### src/rtl/alu_bus_master.sv
// alu_bus_master
//    Bus initiator for the Argon ALU command protocol. It takes one request
//    (A, B, opcode, optional F preload) and drives the full command sequence
//    on the shared bus: latch operands, compute, then read back Y and F.
//    When both reads are done it returns the captured values with a
//    one-cycle done pulse. The command codes match the ALU's command set;
//    the idle command is COM_NOP.
//
//    Optional feature: define ALU_MASTER_TIMEOUT_EN to bound the read waits.
//    Each read may then wait at most TIMEOUT cycles for i_valid. If the limit
//    is reached the master finishes with o_error=1, and any output it has
//    not read keeps its previous value. Without the macro the reads wait
//    indefinitely and o_error is tied to 0.
//
// Ports
//    i_Clk, i_Reset_n      clock (rising edge), async active-low reset
//    i_start               request strobe, sampled only while idle
//    i_a, i_b, i_op        operands and ALU opcode
//    i_use_f, i_f          optional flag preload (carry-in)
//    o_busy, o_done        busy while not idle; done pulse with results
//    o_error               with o_done: a read timed out
//    o_y, o_flags          captured result and flags, held until next done
//    o_command, o_data,    bus command, write data and write-data valid
//    o_valid
//    i_data, i_valid       bus read data and read-data valid from the ALU
//
// State | meaning
//    IDLE | waiting for i_start
//    LA   | COM_LATCHA with operand A
//    LB   | COM_LATCHB with operand B
//    LF   | COM_LATCHF with flag preload (only when use_f)
//    LOP  | COM_LATCHOP with opcode
//    COMP | COM_COMPUTE; the ALU latches Y/F at the end of this cycle
//    RDY  | COM_OUTPUTY, wait for i_valid and capture Y
//    RDF  | COM_OUTPUTF, wait for i_valid and capture F
//    DONE | done pulse; results are on o_y/o_flags
module alu_bus_master #(
   parameter int WORDSIZE = 16,
   parameter int TIMEOUT  = 8
) (
   input  logic                i_Clk,
   input  logic                i_Reset_n,
   input  logic                i_start,
   input  logic [WORDSIZE-1:0] i_a,
   input  logic [WORDSIZE-1:0] i_b,
   input  logic [3:0]          i_op,
   input  logic                i_use_f,
   input  logic [WORDSIZE-1:0] i_f,
   output logic                o_busy,
   output logic                o_done,
   output logic                o_error,
   output logic [WORDSIZE-1:0] o_y,
   output logic [WORDSIZE-1:0] o_flags,
   output logic [3:0]          o_command,
   output logic [WORDSIZE-1:0] o_data,
   output logic                o_valid,
   input  logic [WORDSIZE-1:0] i_data,
   input  logic                i_valid
);

   localparam logic [3:0] COM_NOP     = 4'd0;
   localparam logic [3:0] COM_LATCHA  = 4'd1;
   localparam logic [3:0] COM_LATCHB  = 4'd2;
   localparam logic [3:0] COM_LATCHF  = 4'd3;
   localparam logic [3:0] COM_LATCHOP = 4'd4;
   localparam logic [3:0] COM_COMPUTE = 4'd5;
   localparam logic [3:0] COM_OUTPUTY = 4'd6;
   localparam logic [3:0] COM_OUTPUTF = 4'd7;

   // The wait counter is 4 bits wide; the opcode is zero-extended onto the bus.
   if (TIMEOUT < 1 || TIMEOUT > 16) begin : g_bad_timeout
      $error("alu_bus_master: TIMEOUT must be within 1..16");
   end
   if (WORDSIZE < 4) begin : g_bad_wordsize
      $error("alu_bus_master: WORDSIZE must be at least 4");
   end

   typedef enum logic [3:0] {
      S_IDLE, S_LA, S_LB, S_LF, S_LOP, S_COMP, S_RDY, S_RDF, S_DONE
   } state_t;

   state_t              state_q, state_d;
   logic [WORDSIZE-1:0] a_q, b_q, f_q, y_cap;
   logic [3:0]          op_q;
   logic                use_f_q;
   logic                timeout_hit;

`ifdef ALU_MASTER_TIMEOUT_EN
   localparam logic [3:0] WAIT_LAST = 4'(TIMEOUT - 1);
   logic [3:0] wait_cnt;

   assign timeout_hit = ((state_q == S_RDY) || (state_q == S_RDF)) &&
                        !i_valid && (wait_cnt == WAIT_LAST);
`else
   assign timeout_hit = 1'b0;
`endif

   always_ff @(posedge i_Clk or negedge i_Reset_n) begin
      if (!i_Reset_n) state_q <= S_IDLE;
      else            state_q <= state_d;
   end

   always_comb begin
      state_d = state_q;
      case (state_q)
         S_IDLE: if (i_start) state_d = S_LA;
         S_LA:   state_d = S_LB;
         S_LB:   state_d = use_f_q ? S_LF : S_LOP;
         S_LF:   state_d = S_LOP;
         S_LOP:  state_d = S_COMP;
         S_COMP: state_d = S_RDY;
         S_RDY: begin
            if (i_valid)          state_d = S_RDF;
            else if (timeout_hit) state_d = S_DONE;
         end
         S_RDF:  if (i_valid || timeout_hit) state_d = S_DONE;
         S_DONE: state_d = S_IDLE;
         default: state_d = S_IDLE;
      endcase
   end

   always_comb begin
      o_command = COM_NOP;
      o_data    = '0;
      o_valid   = 1'b0;
      case (state_q)
         S_LA: begin
            o_command = COM_LATCHA;
            o_data    = a_q;
            o_valid   = 1'b1;
         end
         S_LB: begin
            o_command = COM_LATCHB;
            o_data    = b_q;
            o_valid   = 1'b1;
         end
         S_LF: begin
            o_command = COM_LATCHF;
            o_data    = f_q;
            o_valid   = 1'b1;
         end
         S_LOP: begin
            o_command = COM_LATCHOP;
            o_data    = {{(WORDSIZE-4){1'b0}}, op_q};
            o_valid   = 1'b1;
         end
         S_COMP:  o_command = COM_COMPUTE;
         S_RDY:   o_command = COM_OUTPUTY;
         S_RDF:   o_command = COM_OUTPUTF;
         default: o_command = COM_NOP;
      endcase
   end

   assign o_busy = (state_q != S_IDLE);
   assign o_done = (state_q == S_DONE);

   // Y is held in y_cap until the sequence ends so that o_y only moves on done.
   // Reaching RDF means Y was read, so o_y is published even if F times out.
   always_ff @(posedge i_Clk or negedge i_Reset_n) begin
      if (!i_Reset_n) begin
         a_q     <= '0;
         b_q     <= '0;
         f_q     <= '0;
         op_q    <= '0;
         use_f_q <= 1'b0;
         y_cap   <= '0;
         o_y     <= '0;
         o_flags <= '0;
      end else begin
         if (state_q == S_IDLE && i_start) begin
            a_q     <= i_a;
            b_q     <= i_b;
            f_q     <= i_f;
            op_q    <= i_op;
            use_f_q <= i_use_f;
         end
         if (state_q == S_RDY && i_valid) y_cap <= i_data;
         if (state_q == S_RDF && state_d == S_DONE) begin
            o_y <= y_cap;
            if (i_valid) o_flags <= i_data;
         end
      end
   end

`ifdef ALU_MASTER_TIMEOUT_EN
   always_ff @(posedge i_Clk or negedge i_Reset_n) begin
      if (!i_Reset_n) begin
         wait_cnt <= '0;
         o_error  <= 1'b0;
      end else begin
         if (state_d != state_q)
            wait_cnt <= '0;
         else if (state_q == S_RDY || state_q == S_RDF)
            wait_cnt <= wait_cnt + 4'd1;
         o_error <= timeout_hit && (state_d == S_DONE);
      end
   end
`else
   assign o_error = 1'b0;
`endif

endmodule

### config.mk
export PLATFORM = sky130hd
export DESIGN_NAME = alu_bus_master
export DESIGN_NICKNAME = d
export VERILOG_FILES = /design/src/rtl/alu_bus_master.sv
export SDC_FILE = /design/constraint.sdc
export NUM_CORES = 1
export LEC_CHECK = 0
export CAP_MARGIN = 20
export CORE_ASPECT_RATIO = 1.75
export CORE_MARGIN = 4
export CORE_UTILIZATION = 32
export DETAILED_ROUTE_END_ITERATION = 10
export PLACE_DENSITY_LB_ADDON = 0.15
export REMOVE_ABC_BUFFERS = 1
export SKIP_LAST_GASP = 1
export SLEW_MARGIN = 20
export SYNTH_ARGS = -nofsm -noshare
export SYNTH_HDL_FRONTEND = slang
export SYNTH_SLANG_ARGS = --single-unit
### constraint.sdc
create_clock -name i_Clk -period 1.8 [get_ports i_Clk]
set_input_delay 0.18 -clock i_Clk [delete_from_list [all_inputs] [get_ports i_Clk]]
set_output_delay 0.18 -clock i_Clk [all_outputs]
set_load 0.1 [all_outputs]
# Yosys cells after proc, flatten, opt, wreduce, memory -nomap -nowiden

Index checks and enable logic that the tools add are counted.

Equality and inequality tests: 9
Muxes and demuxes: 8
Reduce and logical (&&, ||, !) cells: 7

Operators with widths:

| cell                                                                  | number |
|---|---|
| 16-bit one-hot mux with 4 select lines                                | 1 |
| 4-bit one-hot mux with 8 select lines                                 | 1 |
| 3-bit one-hot mux with 7 select lines                                 | 1 |
| 4-bit by 3-bit equality test with 1-bit output, second input constant | 4 |
| 4-bit two-way mux                                                     | 3 |
| 4-bit by 2-bit equality test with 1-bit output, second input constant | 2 |
| 4-bit equality test, second input constant                            | 2 |
| 4-bit by 1-bit equality test with 1-bit output, second input constant | 1 |
| 4-bit zero test                                                       | 1 |
| 4-bit nonzero test                                                    | 1 |
| 4-bit OR reduction                                                    | 1 |
| 1-bit logical AND                                                     | 3 |
| 3-bit two-way mux                                                     | 1 |
| 2-bit AND reduction                                                   | 1 |
| 1-bit two-way mux                                                     | 1 |

Register bits: 105
Logic and storage cells: 33

# Depth between registers and ports, before layout

Depth in word-level cells: 5
Mapped depth: 5
Depth with buffers taken out: 3

# Worst setup path before layout

OpenSTA, ideal clock, no wires.

Path type: register to output
From: reg state_q[0]
To: out o_done
Arrival time: 3.816 ns
Required time: 1.620 ns
Path slack: -2.196 ns
Stages on the path, launching flop included: 4
Path buffers: 2
Cells stage by stage: dfrtp_1 buf_4 clkbuf_1 nor4b_1

Longest elaborated chain between the ends: 1

Ends and longest elaborated chain:

| item                   | line | text |
|---|---|---|
| start, declared        | 82   | `state_t state_q, state_d;` |
| start signal, assigned | 100  | `else state_q <= state_d;` |
| 4-bit equality test    | 155  | `assign o_done = (state_q == S_DONE);` |
| end, declared          | 50   | `output logic o_done,` |

No other way between the ends.

# Worst setup path in the final report

From: reg state_q[0]
To: out o_data[7]

Longest elaborated chain between the ends: 2
Elaborated cells on any way between the ends: 5
Classes of those cells: eq/ne (4); mux (1)

Ends and longest elaborated chain:

| item                                                                         | line | text |
|---|---|---|
| 4-bit by 3-bit equality test with 1-bit output, or another cell as far along | 126  | `case (state_q)` |
| 16-bit one-hot mux with 4 select lines *                                     | 126  |  |
| end, declared                                                                | 55   | `output logic [WORDSIZE-1:0] o_data,` |

Every way passes the cells marked *; elsewhere a longest branch is shown, timed or not.

==> flow_summary.toml <==
[logic_synthesis]
yosysWarnings = 0
synth_edf_count = 0
syn_area_sq_um = 4536
ys_seq_area_share_pct = 57.93
async_reset_ff_share_pct = 100.0
ys_types = 33
ys_seq_elements = 105
syn_area_per_cell_sq_um = 14.49
postSynthCellCount = 313
synthFlopType = "dfrtp_1"

[floorplanning]
die_w_microns = 98.00
initial_utilization_pct = 32.61
io_pins = 129
die_h_microns = 165.5
die-area_sq_um = 16220
core_sq_um = 13910
row_count = 57

[route]
wire_per_inst_microns = 18.10
first_pass_iters = 4
drt_iter0_markers = 65
dr_total_vias = 3092
drt-total-wl_microns = 11650
viasPerCell = 4.801
antenna_left = 0
route.detailed.drc = 0

[setup_path]
r2r_slack_ns = 0.06
reg2regPathDepth = 8
startpoint = "state_q[0]"
crit_arrival_ns = 1.72
critPathMaxFanout = 7
r2r_end = "o_y[8]"
timing.rr.start = "state_q[0]"
crit_path_start_kind = "flop"
end_kind = "output port"
worstSetupPathType = "flop to output port"
required_ns = 1.62

[sta]
fin_crit_sh_pct = 105.4
setup_ws_ns = -0.09632
finalHoldViolations = 0
fmax_ghz = 0.5273
slew_viol_final = 0
skew_ns = 0.006635
tns_ns = -1.023
fin_crit_ns = 1.896
rsz0062_at_grt = "true"
timing.slew.headroom_pct = 54.77
tightest_slew_ns = 0.6784
setup_viol = 17

[clocking]
cts.sinks = 105
cts_tree = "built"
ctsHtreeMaxLevel = 3
clk_latency_ns = 0.34
cts_root_buf = "clkbuf_16"
clkSlewWorstSetupHoldPaths_ns = 0.07
cts_buffers = 9
clock_path_buffers = 2

[grt]
antenna_found_initial = 0
grt_pass1_vias = 3489
track_usage_pct = 13.94
grt_overflow_total = 0
grt_pass1_wl_microns = 18020
grt_max_degree = 55

[layout]
layoutNonFillerInstCount = 644
layout-drive-gt1-share_pct = 52.03
diodes = 0
syn2layout_area_growth_pct = 52.88
final_net_count = 535

[run_status]
status = "finished with violations"
violations = "setup timing"

[placement]
portBuffers = 126
routabilityCongestion = 0.7488
place_hpwl_microns = 7686
dp_cells = 613

[min_path]
hold_class = "primary input to asynchronous set/reset pin"

[job]
cap_viol_max_count = 0
## layer usage
layer  track usage (%)  part of all wire (%)  up-vias
met3             4.372                   6.5        7
met4             3.907                  0.99        0
met2             25.25                    55      100
met5                 0                     0        -
li1                  -                     -     1410
met1             15.71                    37     1575
## cell usage in the layout, fill, tap and decap left out, drive strengths merged, types with 3 or more instances in the layout
cell type      count
nand2b             3
buf               84
nor2              19
clkbuf            14
clkdlybuf4s50     71
inv                4
nor2b              5
dfrtp            105
a22oi             16
nand2              6
o22ai              3
mux2             113
## cell usage after synthesis, types with 2 or more instances
cell type | n | area [sq um]
a32oi_1 | 2 | 17.52
nand2b_1 | 2 | 12.51
clkbuf_1 | 4 | 15.01
nor2_1 | 17 | 63.81
mux2i_1 | 2 | 20.02
buf_4 | 3 | 22.52
buf_2 | 4 | 20.02
o32ai_1 | 2 | 17.52
o22ai_1 | 3 | 18.77
mux2_2 | 108 | 1216
a22oi_1 | 16 | 120.1
a22o_1 | 2 | 17.52
buf_6 | 9 | 101.4
nor2b_1 | 5 | 31.28
inv_1 | 2 | 7.510
mux2_1 | 5 | 56.30
buf_1 | 2 | 7.510
dfrtp_1 | 105 | 2628
nand2_1 | 6 | 22.52
## area by class of cell
class / count / area [sq um]
fillers: 1235 / 6973
repair buffers: 159 / 1827
multi-input cells: 185 / 1933
clock inverters: 5 / 61.31
well taps: 177 / 221.5
inverters: 2 / 7.507
flip-flops and latches: 105 / 2631
clock buffers: 11 / 252.7
## metrics by stage
step / cell area (sq um) / hold slack [ns] / util, % / setup WS (ns)
after global placement: 6196 / 0.1901 / 44.55 / 0.06805
after CTS: 6735 / 0.3849 / 48.43 / -0.08240
final: 6934 / 0.3682 / 49.86 / -0.09632
after detailed placement: 6196 / 0.1955 / 44.55 / 0.06713
after global routing: 6934 / 0.3914 / 49.86 / -0.1773
after floorplan: 4373 / -0.1156 / - / -2.232
## critical path: stages (launching register included)
cell	delay [ns]
dfrtp_2	0.43
nor2b_2	0.24
buf_6	0.19
a22oi_1	0.10
nor2_1	0.21
buf_12	0.21
## state kept, by name (all words and copies together), names as in the netlist
name	count
a_q	16
b_q	16
f_q	16
o_flags	16
o_y	16
y_cap	16
op_q	4
state_q	4
use_f_q	1
## cells by family (layout without fill, tap and decap cells)
| kind of cell | count (synthesis) | in the layout | synth area share (%) |
|---|---|---|---|
| flops | 105 | 105 | 57.93 |
| compound gates | 27 | 27 | 4.524 |
| other cells | 1 | 2 | 0.08268 |
| xor+xnor | 1 | 1 | 0.1931 |
| buf+inv | 24 | 177 | 3.835 |
| simple gates | 40 | 40 | 4.938 |
| mux | 115 | 115 | 28.50 |
## what timing repair did
| action | in CTS | in global routing |
|---|---|---|
| setup buffers | 7 | 1 |
| hold endpoints to repair | 54 | 0 |
| cloned | 1 | 5 |
| pin swaps | 12 | 2 |
| hold buffers | 1 | 0 |
| setup endpoints to repair | 18 | 57 |
| gates resized for setup | 37 | 24 |
## worst max path at each step
stage                           end  cells after the start  slack [ns]
after floorplan              o_done                      1       -2.23
final                     o_data[7]                      5        -0.1
after detailed placement  o_data[1]                      6        0.07
after global placement    o_data[1]                      6        0.07
after CTS                 o_data[4]                      5       -0.08
after global routing      o_data[3]                      5       -0.18
Power is left out: the tool's default activity adds up to more than one toggle a clock period on the data nets, which glitch-free logic cannot reach.
